===== src/rtl/sort_pkg.sv =====
// Shared defaults and state encoding for the serial insertion sorter.
package sort_pkg;

  localparam int N_DEF = 8;
  localparam int W_DEF = 8;
  localparam int CNT_W = $clog2(N_DEF + 1);

  typedef enum logic {
    LOAD = 1'b0,
    EMIT = 1'b1
  } state_t;

endpackage


===== src/rtl/sort_cell.sv =====
// One slot of the insertion array: keeps, takes the new value, or takes the
// left neighbour's value depending on where the new element belongs.
module sort_cell #(
  parameter int W = 8
) (
  input  logic [W-1:0] own_val,
  input  logic [W-1:0] left_val,
  input  logic [W-1:0] d,
  input  logic         occupied,
  input  logic         left_gt,
  output logic [W-1:0] next_val,
  output logic         gt
);

  // Strict compare keeps ties stable: an equal newcomer lands after the old equals.
  assign gt = !occupied || (own_val > d);

  always_comb begin
    if (left_gt) begin
      next_val = left_val;
    end else if (gt) begin
      next_val = d;
    end else begin
      next_val = own_val;
    end
  end

endmodule


===== src/rtl/seq_sort8.sv =====
// Serial-in/serial-out insertion sorter: loads N elements into a sorted array,
// then streams them out smallest first.
module seq_sort8
  import sort_pkg::*;
#(
  parameter int N = N_DEF,
  parameter int W = W_DEF
) (
  input  logic         clk,
  input  logic         rst,
  input  logic         in_valid,
  output logic         in_ready,
  input  logic [W-1:0] in_data,
  output logic         out_valid,
  input  logic         out_ready,
  output logic [W-1:0] out_data,
  output logic         out_last,
  output logic         busy
);

  localparam int CW = $clog2(N + 1);

  state_t                state_q, state_d;
  logic [CW-1:0]         count_q, count_d;
  logic [N-1:0][W-1:0]   data_q, data_d;
  logic [N-1:0][W-1:0]   ins_val;
  logic [N-1:0]          gt_vec;

  for (genvar i = 0; i < N; i++) begin : g_cell
    logic [W-1:0] left_val;
    logic         left_gt;

    if (i == 0) begin : g_first
      assign left_val = '0;
      assign left_gt  = 1'b0;
    end else begin : g_rest
      assign left_val = data_q[i-1];
      assign left_gt  = gt_vec[i-1];
    end

    sort_cell #(.W(W)) u_cell (
      .own_val  (data_q[i]),
      .left_val (left_val),
      .d        (in_data),
      .occupied (count_q > CW'(i)),
      .left_gt  (left_gt),
      .next_val (ins_val[i]),
      .gt       (gt_vec[i])
    );
  end

  always_ff @(posedge clk or posedge rst) begin
    if (rst) begin
      state_q <= LOAD;
      count_q <= '0;
      data_q  <= '0;
    end else begin
      state_q <= state_d;
      count_q <= count_d;
      data_q  <= data_d;
    end
  end

  // Emptied slots refill with zero so a drained array reads like a reset one.
  always_comb begin
    state_d = state_q;
    count_d = count_q;
    data_d  = data_q;
    case (state_q)
      LOAD: begin
        if (in_valid) begin
          data_d  = ins_val;
          count_d = count_q + CW'(1);
          if (count_q == CW'(N - 1)) begin
            state_d = EMIT;
          end
        end
      end
      EMIT: begin
        if (out_ready) begin
          for (int i = 0; i < N - 1; i++) begin
            data_d[i] = data_q[i+1];
          end
          data_d[N-1] = '0;
          count_d     = count_q - CW'(1);
          if (count_q == CW'(1)) begin
            state_d = LOAD;
          end
        end
      end
      default: state_d = LOAD;
    endcase
  end

  assign in_ready  = (state_q == LOAD);
  assign out_valid = (state_q == EMIT);
  assign out_data  = data_q[0];
  assign out_last  = (state_q == EMIT) && (count_q == CW'(1));
  assign busy      = (count_q != '0) || (state_q == EMIT);

endmodule


===== config.mk =====
export PLATFORM = sky130hd
export DESIGN_NAME = seq_sort8
export DESIGN_NICKNAME = d
export VERILOG_FILES = /design/src/rtl/sort_pkg.sv /design/src/rtl/sort_cell.sv /design/src/rtl/seq_sort8.sv
export SDC_FILE = /design/constraint.sdc
export NUM_CORES = 1
export LEC_CHECK = 0
export BUFFER_PORTS_ARGS = -buffer_cell sky130_fd_sc_hd__buf_2
export CORE_MARGIN = 5
export CORE_UTILIZATION = 62
export CTS_BUF_LIST = sky130_fd_sc_hd__clkbuf_4 sky130_fd_sc_hd__clkbuf_8
export DETAILED_ROUTE_END_ITERATION = 7
export GPL_ROUTABILITY_DRIVEN = 0
export HOLD_SLACK_MARGIN = 0.12
export MAX_ROUTING_LAYER = met4
export PLACE_DENSITY = 0.8
export SLEW_MARGIN = 0
export SYNTH_ARGS = -nofsm -noshare
export SYNTH_HDL_FRONTEND = slang
export SYNTH_SLANG_ARGS = --single-unit

===== constraint.sdc =====
create_clock -name clk -period 5 [get_ports clk]
set_input_delay 0.5 -clock clk [delete_from_list [all_inputs] [get_ports clk]]
set_output_delay 0.5 -clock clk [all_outputs]
set_load 0.02 [all_outputs]

==> metrics.yaml, run 1 <==
yosys:
  synth_fp_nets: 695
  avgSynthCellArea_um2: 9.20
  netlist-cell-type-count: 56
  synth_cells: 615
  synth_edf_count: 0
  synth_top_area_frac: 0.305
  ys_ff_latch: 69
  async_reset_ff_frac: 1.00
  ys_seq_area_frac: 0.305
  yosys_warnings: 0
  yosys.area.top_type: "dfrtp_1"
  synthTopCellsByArea: "dfrtp_1 31%, ha_1 15%, mux2_2 4.8%"
  synth-main-ff-cell: "dfrtp_1"
  syn_area_um2: 5660
global_routing:
  grt_max_degree: 59
  grt_pass1_vias: 5171
  grt_pass1_wl_mm: 28.0
  grt_antenna_before_repair: 0
  grt_util_all_layers: 0.328
  grt_overflow_total: 0
clocking:
  clock_sinks: 69
  max-clock-path-buffers: 2
  numCtsBuffers: 9
  clock_latency_ns: 0.36
  clkSlewWorstSetupHoldPaths_ns: 0.08
  root_buffer: "clkbuf_8"
  cts_max_level: 3
  hold_buffers: 0
  cts_tree: "built"
  post-cts-setup-buffers: 0
  ctsResizeCount: 0
route:
  drc_errors: 0
  drtIter0Drc: 505
  wl_per_cell_um: 23.9
  drtAntennaViolNets: 0
  vias_per_cell: 7.32
  num_vias: 5351
  drtPass1Iterations: 6
  drt_wl_total_mm: 17.5
worst_setup_path:
  end_kind: "register"
  cp_max_fo: 11
  required_ns: 5.24
  path_class: "primary input to register"
  worstSetupStartpointType: "primary input"
  arrival_ns: 3.38
cells_and_area:
  fillers: 695
  multiInputGateArea_um2: 3610
  drive_above_1_share: 0.140
  syn_to_final_growth_pct: 5.31
  regArea_um2: 1730
  final_nets: 699
  antenna_cells: 0
floorplanning:
  start_util: 0.642
  die_h_um: 106
  pin_count: 24
  dieArea_um2: 11100
  die_w_um: 106
  core_um2: 8810
  num_rows: 34
power:
  total_power_mw: 4.33
  pwr-share-clk: 0.105
  combPwrFrac: 0.616
  p_int_mw: 2.10
  vdd_ir_drop_max_v: 0.000283
  p_switching_mw: 2.23
  power.leakage_nw: 2.64
  power_switching_share: 0.514
  power_density_nw_per_um2: 727
  pwr-share-seq: 0.279
sta:
  maxSlewViolCount: 0
  hold_viol_final: 0
  timing.final.crit_share: 0.628
  tightest_slew_ns: 1.08
  min_period_ns: 3.14
  fmax_mhz: 319
  rsz0062_at_grt: "false"
  skew_ns: 0.0123
  slew-limit-headroom: 0.279
  setup_violations: 0
  tns_ns: 0
place:
  post-dp-hpwl_mm: 12.9
  io_buffers: 23
min_path:
  hold_class: "primary input to asynchronous set/reset pin"
job:
  maxCapViolations: 0
run_status:
  status: "finished, final reports clean"
## metal layers
layer | wire length [um] | GRT usage | vias to the layer above
met5 | 0 | - | -
met1 | 6690 | 0.414 | 2526
met2 | 7760 | 0.485 | 390
li1 | - | - | 2347
met4 | 981 | 0.165 | 0
met3 | 2020 | 0.0874 | 88
## cells in the final DEF, fill, tap and decap left out, types with 7 or more instances in the layout
master | netlist | routed
o21a_1 | 11 | 11
buf_2 | 5 | 23
a22o_1 | 7 | 7
nand2_1 | 57 | 57
mux2_2 | 24 | 24
or3_1 | 8 | 8
a21oi_1 | 37 | 37
a32o_1 | 8 | 8
mux2i_1 | 16 | 16
ha_1 | 68 | 68
nor2_1 | 33 | 33
clkbuf_8 | 0 | 12
o2bb2ai_1 | 8 | 8
nand4_1 | 15 | 15
o22ai_1 | 8 | 8
dfrtp_1 | 69 | 68
o211ai_1 | 18 | 18
o32a_1 | 8 | 8
a211oi_1 | 19 | 19
o221ai_1 | 10 | 10
a31oi_1 | 9 | 9
nor2b_1 | 8 | 8
o21ai_0 | 25 | 25
inv_1 | 40 | 38
## final timing paths
| kind | start | depth (start not counted) | end | slack, ns |
|---|---|---|---|---|
| setup / recovery | in_data[1] | 9 | g_cell[6].left_val[0] | 1.86 |
| hold / removal | rst | 2 | g_cell[2].left_val[6] | 0.28 |
| setup reg to reg | out_valid | 5 | g_cell[2].left_val[1] | 1.96 |
| hold reg to reg | g_cell[7].left_val[0] | 1 | g_cell[7].left_val[0] | 0.54 |
| max in group asynchronous | rst | 3 | out_valid | 3.72 |
| min in group clk | out_ready | 4 | out_valid | 0.47 |
## synthesized netlist by cell type (9+ instances only)
library cell  instances
a21oi_1              37
nand4_1              15
mux2_2               24
ha_1                 68
o211ai_1             18
a31oi_1               9
nor2_1               33
o221ai_1             10
nand2_1              57
a211oi_1             19
clkbuf_1             17
inv_1                40
dfrtp_1              69
mux2i_1              16
o21ai_0              25
o21a_1               11
## power by group through the flow
| stage | sequential, mW | combinational [mW] | clock [mW] |
|---|---|---|---|
| finish | 1.21 | 2.67 | 0.453 |
| global route | 1.23 | 2.89 | 0.481 |
| CTS | 1.19 | 2.60 | 0.457 |
| detailed placement | 1.20 | 2.58 | 0 |
| global placement | 1.20 | 2.48 | 0 |
| floorplan | 1.05 | 2.04 | 0 |
## area by class of cell
class | count | share of cell area
flip-flops and latches | 69 | 0.290
clock inverters | 1 | 0.000840
clock buffers | 14 | 0.0302
well taps | 108 | 0.0227
repair buffers | 27 | 0.0244
multi-input cells | 472 | 0.607
inverters | 40 | 0.0252
## registers in the layout, summed over array words and instances, names as in the netlist
register,flops
count_q,4
data_q,8
g_cell.left_val,48
out_data,8
out_valid,1
## kinds of logic after synthesis
group / Yosys count / synth area share
AOI/OAI and AO/OA: 204 / 0.273
xor gates and xnor gates: 4 / 0.00619
adders and majority gates: 68 / 0.150
buffers and inverters: 74 / 0.0568
DFF: 69 / 0.305
muxes: 40 / 0.0761
and+or+nand+nor: 156 / 0.132
## through the flow
| step | utilization | cells | hold WS (ns) | worst slack [ns] | cell area [um2] |
|---|---|---|---|---|---|
| 2_1_floorplan | - | 615 | 0.488 | 2.46 | 5660 |
| 3_3_place_gp | 0.655 | 716 | 0.518 | 1.69 | 5770 |
| 3_5_place_dp | 0.655 | 716 | 0.521 | 1.54 | 5770 |
| 4_1_cts | 0.676 | 731 | 0.284 | 1.92 | 5960 |
| 5_1_grt | 0.676 | 731 | 0.326 | 1.77 | 5960 |
| 6_report | 0.676 | 731 | 0.276 | 1.86 | 5960 |
## worst max-delay path: stages
cell and delay, ns:
buf_2 0.13, inv_1 0.32, ha_1 0.32, nor2b_1 0.13
o211ai_1 0.16, a211oi_1 0.11, nor3_2 0.85, nand3_1 0.50
a32o_1 0.35
Note: power is estimated with default switching activity, not from simulation.
==> run 2, diff against run 1 <==
Settings changed: CORE_UTILIZATION 62 to 59.
Clock period 5 ns to 2.7 ns, I/O delays scaled along.
==> run 2 against run 1 <==
Effect of this change:
- combinational power is 100% higher
- clock-buffer cell count is 3 lower
- highest routed layer unchanged
- sequential cell count stayed put
- sequential power is 82% higher
- critical path depth is 2 lower
- core utilization is 0.26 points lower
- routed wire length is 4.6% higher
- power is 94% higher
- sequential share of layout area is 1.4 points lower
- non-clock buffer count is 33 higher
- final cell count is 7.5% higher
==> metrics.yaml, run 2 (synthesis results as in run 1) <==
run_status:
  status: "finished, final reports clean"
floorplanning:
  die_w_um: 108  # +2.3%
  core_um2: 9280  # +5.4%
  die_h_um: 108  # +2.3%
  pin_count: 24  # unchanged
  num_rows: 35  # +2.9%
  dieArea_um2: 11600  # +4.6%
  start_util: 0.609  # -0.0331
cells_and_area:
  layout_common_cells: "68 x ha_1, 68 x dfrtp_1, 57 x nand2_1"
  drive_above_1_share: 0.183  # +0.0430
  syn_to_final_growth_pct: 10.6
  final_nets: 732  # +4.7%
  fin_area_um2: 6260  # +5.0%
  largest_reg_flops: 48  # unchanged
  fillers: 774  # +11%
  antenna_cells: 0  # unchanged
route:
  num_vias: 5449  # +1.8%
  drt_wl_total_mm: 18.3  # +4.6%
  drc_errors: 0  # unchanged
  vias_per_cell: 6.93  # -5.3%
  drtAntennaViolNets: 0  # unchanged
  wl_per_cell_um: 23.2  # -2.7%
  drtIter0Drc: 482  # -4.6%
  drtPass1Iterations: 5  # -1
worst_setup_path:
  arrival_ns: 2.73  # -0.65 ns
  worstSetupStartpointType: "register"
  cp_max_fo: 8  # -3
  path_class: "register to register"
  end_kind: "register"
  required_ns: 2.93  # -2.31 ns
global_routing:
  grt_util_all_layers: 0.333  # +0.00517
  grt_overflow_total: 0  # unchanged
  grt_pass1_vias: 5531  # +7.0%
  grt_max_degree: 38  # -36%
  grt_antenna_before_repair: 0  # unchanged
  grt_pass1_wl_mm: 29.1  # +4.1%
clocking:
  clock_sinks: 69  # unchanged
  clkSlewWorstSetupHoldPaths_ns: 0.08  # about the same
  hold_buffers: 1  # +1
  numCtsBuffers: 9  # unchanged
  clock_latency_ns: 0.36  # about the same
  ctsResizeCount: 0  # unchanged
  max-clock-path-buffers: 2  # unchanged
  cts_max_level: 3  # unchanged
  post-cts-setup-buffers: 0  # unchanged
  root_buffer: "clkbuf_8"
  cts_tree: "built"
min_path:
  hold_class: "primary input to register"
power:
  power.leakage_nw: 2.82  # +6.5%
  total_power_mw: 8.41  # +94%
  power_density_nw_per_um2: 1340  # +85%
  vdd_ir_drop_max_v: 0.000506  # +79%
place:
  dpl_cell_area_um2: 6050  # +4.8%
  io_buffers: 23  # unchanged
  post-dp-hpwl_mm: 13.6  # +5.7%
sta:
  setup_violations: 0  # unchanged
  maxSlewViolCount: 0  # unchanged
  skew_ns: 0.0112  # -0.00115 ns
  fmax_mhz: 400
  timing.final.crit_share: 0.926
  slew-limit-headroom: 0.473  # +0.194
  tightest_slew_ns: 0.790  # -0.291 ns
  rsz0062_at_grt: "false"
  hold_viol_final: 0  # unchanged
  min_period_ns: 2.50
job:
  maxCapViolations: 0  # unchanged
==> run 2: cell count changes in the layout (fill, tap and decap cells not counted) <==
cell / previous run / this run
bufinv_16: 0 / 1
buf_4: 4 / 35
clkinv_2: 1 / 4
dlygate4sd3_1: 0 / 1
clkbuf_4: 2 / 1
buf_12: 0 / 1
clkbuf_8: 12 / 10
==> run 2: stage by stage <==
| step | worst slack (ns) | hold WS (ns) | TNS, ns | util | cells |
|---|---|---|---|---|---|
| final | 0.200 | 0.269 | 0 | 0.674 | 786 |
| after floorplan | 0.364 | 0.448 | 0 | - | 615 |
| after global placement | 0.0623 | 0.427 | 0 | 0.652 | 769 |
| after detailed placement | -0.0138 | 0.446 | -0.0230 | 0.652 | 769 |
| after global routing | 0.00337 | 0.281 | 0 | 0.674 | 786 |
| after CTS | 0.230 | 0.256 | 0 | 0.674 | 786 |
==> run 2: final timing paths <==
kind | start | end | slack (ns) | depth (start not counted)
hold reg to reg | g_cell[4].left_val[0] | g_cell[4].left_val[0] | 0.54 | 1
min in group asynchronous | rst | g_cell[2].left_val[4] | 0.59 | 3
max in group asynchronous | rst | g_cell[6].left_val[1] | 1.43 | 4
setup / recovery | g_cell[3].left_val[7] | g_cell[3].left_val[3] | 0.20 | 7
hold / removal | out_ready | out_valid | 0.27 | 4
setup reg to reg | g_cell[3].left_val[7] | g_cell[3].left_val[3] | 0.20 | 7
==> run 2: cell type report <==
cell class | count | area [um2] | share of cell area
inverter | 40 | 150 | 0.0240
multi-input combinational | 472 | 3610 | 0.578
tap | 129 | 161 | 0.0258
clock buffer | 11 | 145 | 0.0232
sequential | 69 | 1730 | 0.276
timing repair buffer | 60 | 408 | 0.0652
clock inverter | 5 | 50.0 | 0.00800
==> run 2: where the power goes <==
group	switching, mW	leakage (nW)	internal (mW)
clock network	0.416	0.106	0.456
logic	3.14	1.86	2.20
registers	0.648	0.851	1.56
total	4.20	2.82	4.21
==> run 2: per-layer routing <==
metal	share of wire	routed length (um)	up-vias	global-route usage
li1	-	-	2407	-
met5	0	0	-	-
met3	0.097	1770	96	0.0630
met2	0.47	8500	347	0.528
met1	0.38	6870	2599	0.392
met4	0.061	1110	0	0.201
==> run 2: critical path, cell delays in order (launching register included) <==
cell,delay (ns)
dfrtp_1,0.44
ha_1,0.34
nand4_1,0.18
nand2b_1,0.21
a22oi_2,0.28
nor2_2,0.12
a41oi_4,0.42
mux2_2,0.39
==> run 3, diff against run 2 <==
Settings changed: REMOVE_ABC_BUFFERS set to 1.
==> run 3 against run 2 <==
Effect of this change:
- design area is 0.36% higher
- register-to-register slack better by 0.02 ns
- global-route usage is 1.8 points lower
- clock skew is 0.0023 ns higher
- critical endpoint is now g_cell[6].left_val[1]
- largest power group unchanged
==> metrics.yaml, run 3 (synthesis results as in run 1) <==
sta:
  fin_ws_ns: 0.223  # +0.0229 ns
  timing.final.crit_share: 0.917  # -0.00849
  min_period_ns: 2.48  # -0.0229 ns
  setup_violations: 0  # unchanged
  tightest_slew_ns: 1.02  # +0.225 ns
  hold_viol_final: 0  # unchanged
  tns_ns: 0  # unchanged
  holdWs_ns: 0.244  # -0.0247 ns
  skew_ns: 0.0135  # +0.00235 ns
  fmax_mhz: 404  # +0.93%
  rsz0062_at_grt: "false"
  slew-limit-headroom: 0.323  # -0.150
  maxSlewViolCount: 0  # unchanged
job:
  maxCapViolations: 0  # unchanged
worst_setup_path:
  cp_max_fo: 11  # +3
  r2r_slack_ns: 0.22  # +0.02 ns
  worstSetupStartpointType: "register"
  rr_endpoint: "g_cell[6].left_val[1]"
  required_ns: 2.94  # about the same
  r2r_start: "count_q[1]"
  path_class: "register to register"
  end_kind: "register"
  rr_worst_depth: 8  # +1
  arrival_ns: 2.72  # about the same
floorplanning:
  dieArea_um2: 11600  # unchanged
  pin_count: 24  # unchanged
  die_h_um: 108  # unchanged
  core_um2: 9280  # unchanged
  die_w_um: 108  # unchanged
  start_util: 0.609  # unchanged
  num_rows: 35  # unchanged
clocking:
  cts_max_level: 3  # unchanged
  numCtsBuffers: 9  # unchanged
  clock_sinks: 69  # unchanged
  root_buffer: "clkbuf_8"
  ctsResizeCount: 0  # unchanged
  max-clock-path-buffers: 2  # unchanged
  clkSlewWorstSetupHoldPaths_ns: 0.08  # about the same
  cts_tree: "built"
  clock_latency_ns: 0.37  # about the same
route:
  drt_wl_total_mm: 17.2  # -5.6%
  num_vias: 5376  # -1.3%
  drc_errors: 0  # unchanged
  drtAntennaViolNets: 0  # unchanged
  wl_per_cell_um: 22.0  # -5.4%
  drtPass1Iterations: 6  # +1
  vias_per_cell: 6.86  # -1.1%
  drtIter0Drc: 484  # +0.41%
cells_and_area:
  syn_to_final_growth_pct: 11.0
  fillers: 764  # -1.3%
  final_nets: 731  # -0.14%
  layout_common_cells: "68 x ha_1, 68 x dfrtp_1, 57 x nand2_1"
  largest_reg_flops: 48  # unchanged
  antenna_cells: 0  # unchanged
  regArea_um2: 1730  # unchanged
  fin_area_um2: 6280  # +0.36%
  multiInputGateArea_um2: 3610  # unchanged
  drive_above_1_share: 0.180  # -0.00250
place:
  preCtsSetupSlack_ns: 0.0435  # +0.0574 ns
  io_buffers: 23  # unchanged
  dpl_cell_area_um2: 6060  # about the same
  post-dp-hpwl_mm: 13.1  # -3.7%
run_status:
  status: "finished, final reports clean"
min_path:
  worstHoldEndpoint: "out_valid"
  hold_depth: 4  # unchanged
  worstHoldStart: "out_ready"
  hold_class: "primary input to register"
power:
  power.leakage_nw: 2.81  # -0.18%
  power_density_nw_per_um2: 1340  # -0.60%
  vdd_ir_drop_max_v: 0.000845  # +67%
global_routing:
  grt_antenna_before_repair: 0  # unchanged
  grt_pass1_wl_mm: 27.6  # -5.2%
  grt_pass1_vias: 5359  # -3.1%
  grt_util_all_layers: 0.315  # -0.0178
  grt_max_degree: 41  # +7.9%
  grt_overflow_total: 0  # unchanged
[run 3: cell count changes in the layout (fill, tap and decap cells not counted)]
cell / delta
buf_4: -2
clkbuf_4: -1
clkinvlp_4: +2
buf_12: +1
bufinv_16: +1
clkbuf_8: -1
clkinv_2: -3
clkinv_4: +1
[run 3: how the worst max path moves through the flow]
stage / startpoint / endpoint / slack [ns] / depth (start not counted)
3_3_place_gp: in_data[3] / g_cell[4].left_val[6] / 0.11 / 8
3_5_place_dp: in_data[3] / g_cell[4].left_val[5] / 0.04 / 8
2_1_floorplan: out_valid / g_cell[4].left_val[4] / -1.04 / 5
6_report: count_q[1] / g_cell[6].left_val[1] / 0.22 / 8
5_1_grt: count_q[1] / g_cell[6].left_val[1] / 0.08 / 8
4_1_cts: count_q[1] / g_cell[4].left_val[5] / 0.25 / 7
[run 3: final cells by class]
| type | count | area share |
|---|---|---|
| multi-input cells | 472 | 0.576 |
| flip-flops and latches | 69 | 0.275 |
| repair buffers | 59 | 0.0658 |
| well taps | 129 | 0.0257 |
| inverters | 40 | 0.0239 |
| clock buffers | 9 | 0.0197 |
| clock inverters | 6 | 0.0141 |
[run 3: power breakdown]
part           internal, mW  switching, mW
Clock                 0.515          0.433
Sequential             1.56          0.642
Combinational          2.21           3.03
Total                  4.28           4.11
[run 3: critical path: stages, from the launching register on]
cell and delay [ns]:
dfrtp_1 0.44, inv_1 0.12, ha_1 0.23, nor2_1 0.28, nand2_1 0.10, nand2_1 0.12, and3_1 0.38, nand3_1 0.35
a32o_1 0.35
[run 3: what timing repair did]
action | in CTS | in global routing
setup buffers | 0 | 0
hold buffers | 1 | 0
endpoints found under the hold margin | 29 | 0
[run 3: stage by stage]
step,utilization,std cells,power (mW)
2_1_floorplan,-,581,5.53
3_3_place_gp,0.652,768,7.06
3_5_place_dp,0.652,768,7.30
4_1_cts,0.676,784,8.27
5_1_grt,0.676,784,8.92
6_report,0.676,784,8.39
[run 3: per-layer routing]
metal	wire, um	vias to the layer above	share of wire	global-route usage
met5	0	-	0	-
met4	1070	0	0.062	0.201
met3	1620	90	0.094	0.0504
met2	7780	319	0.45	0.479
met1	6760	2561	0.39	0.390
li1	-	2406	-	-
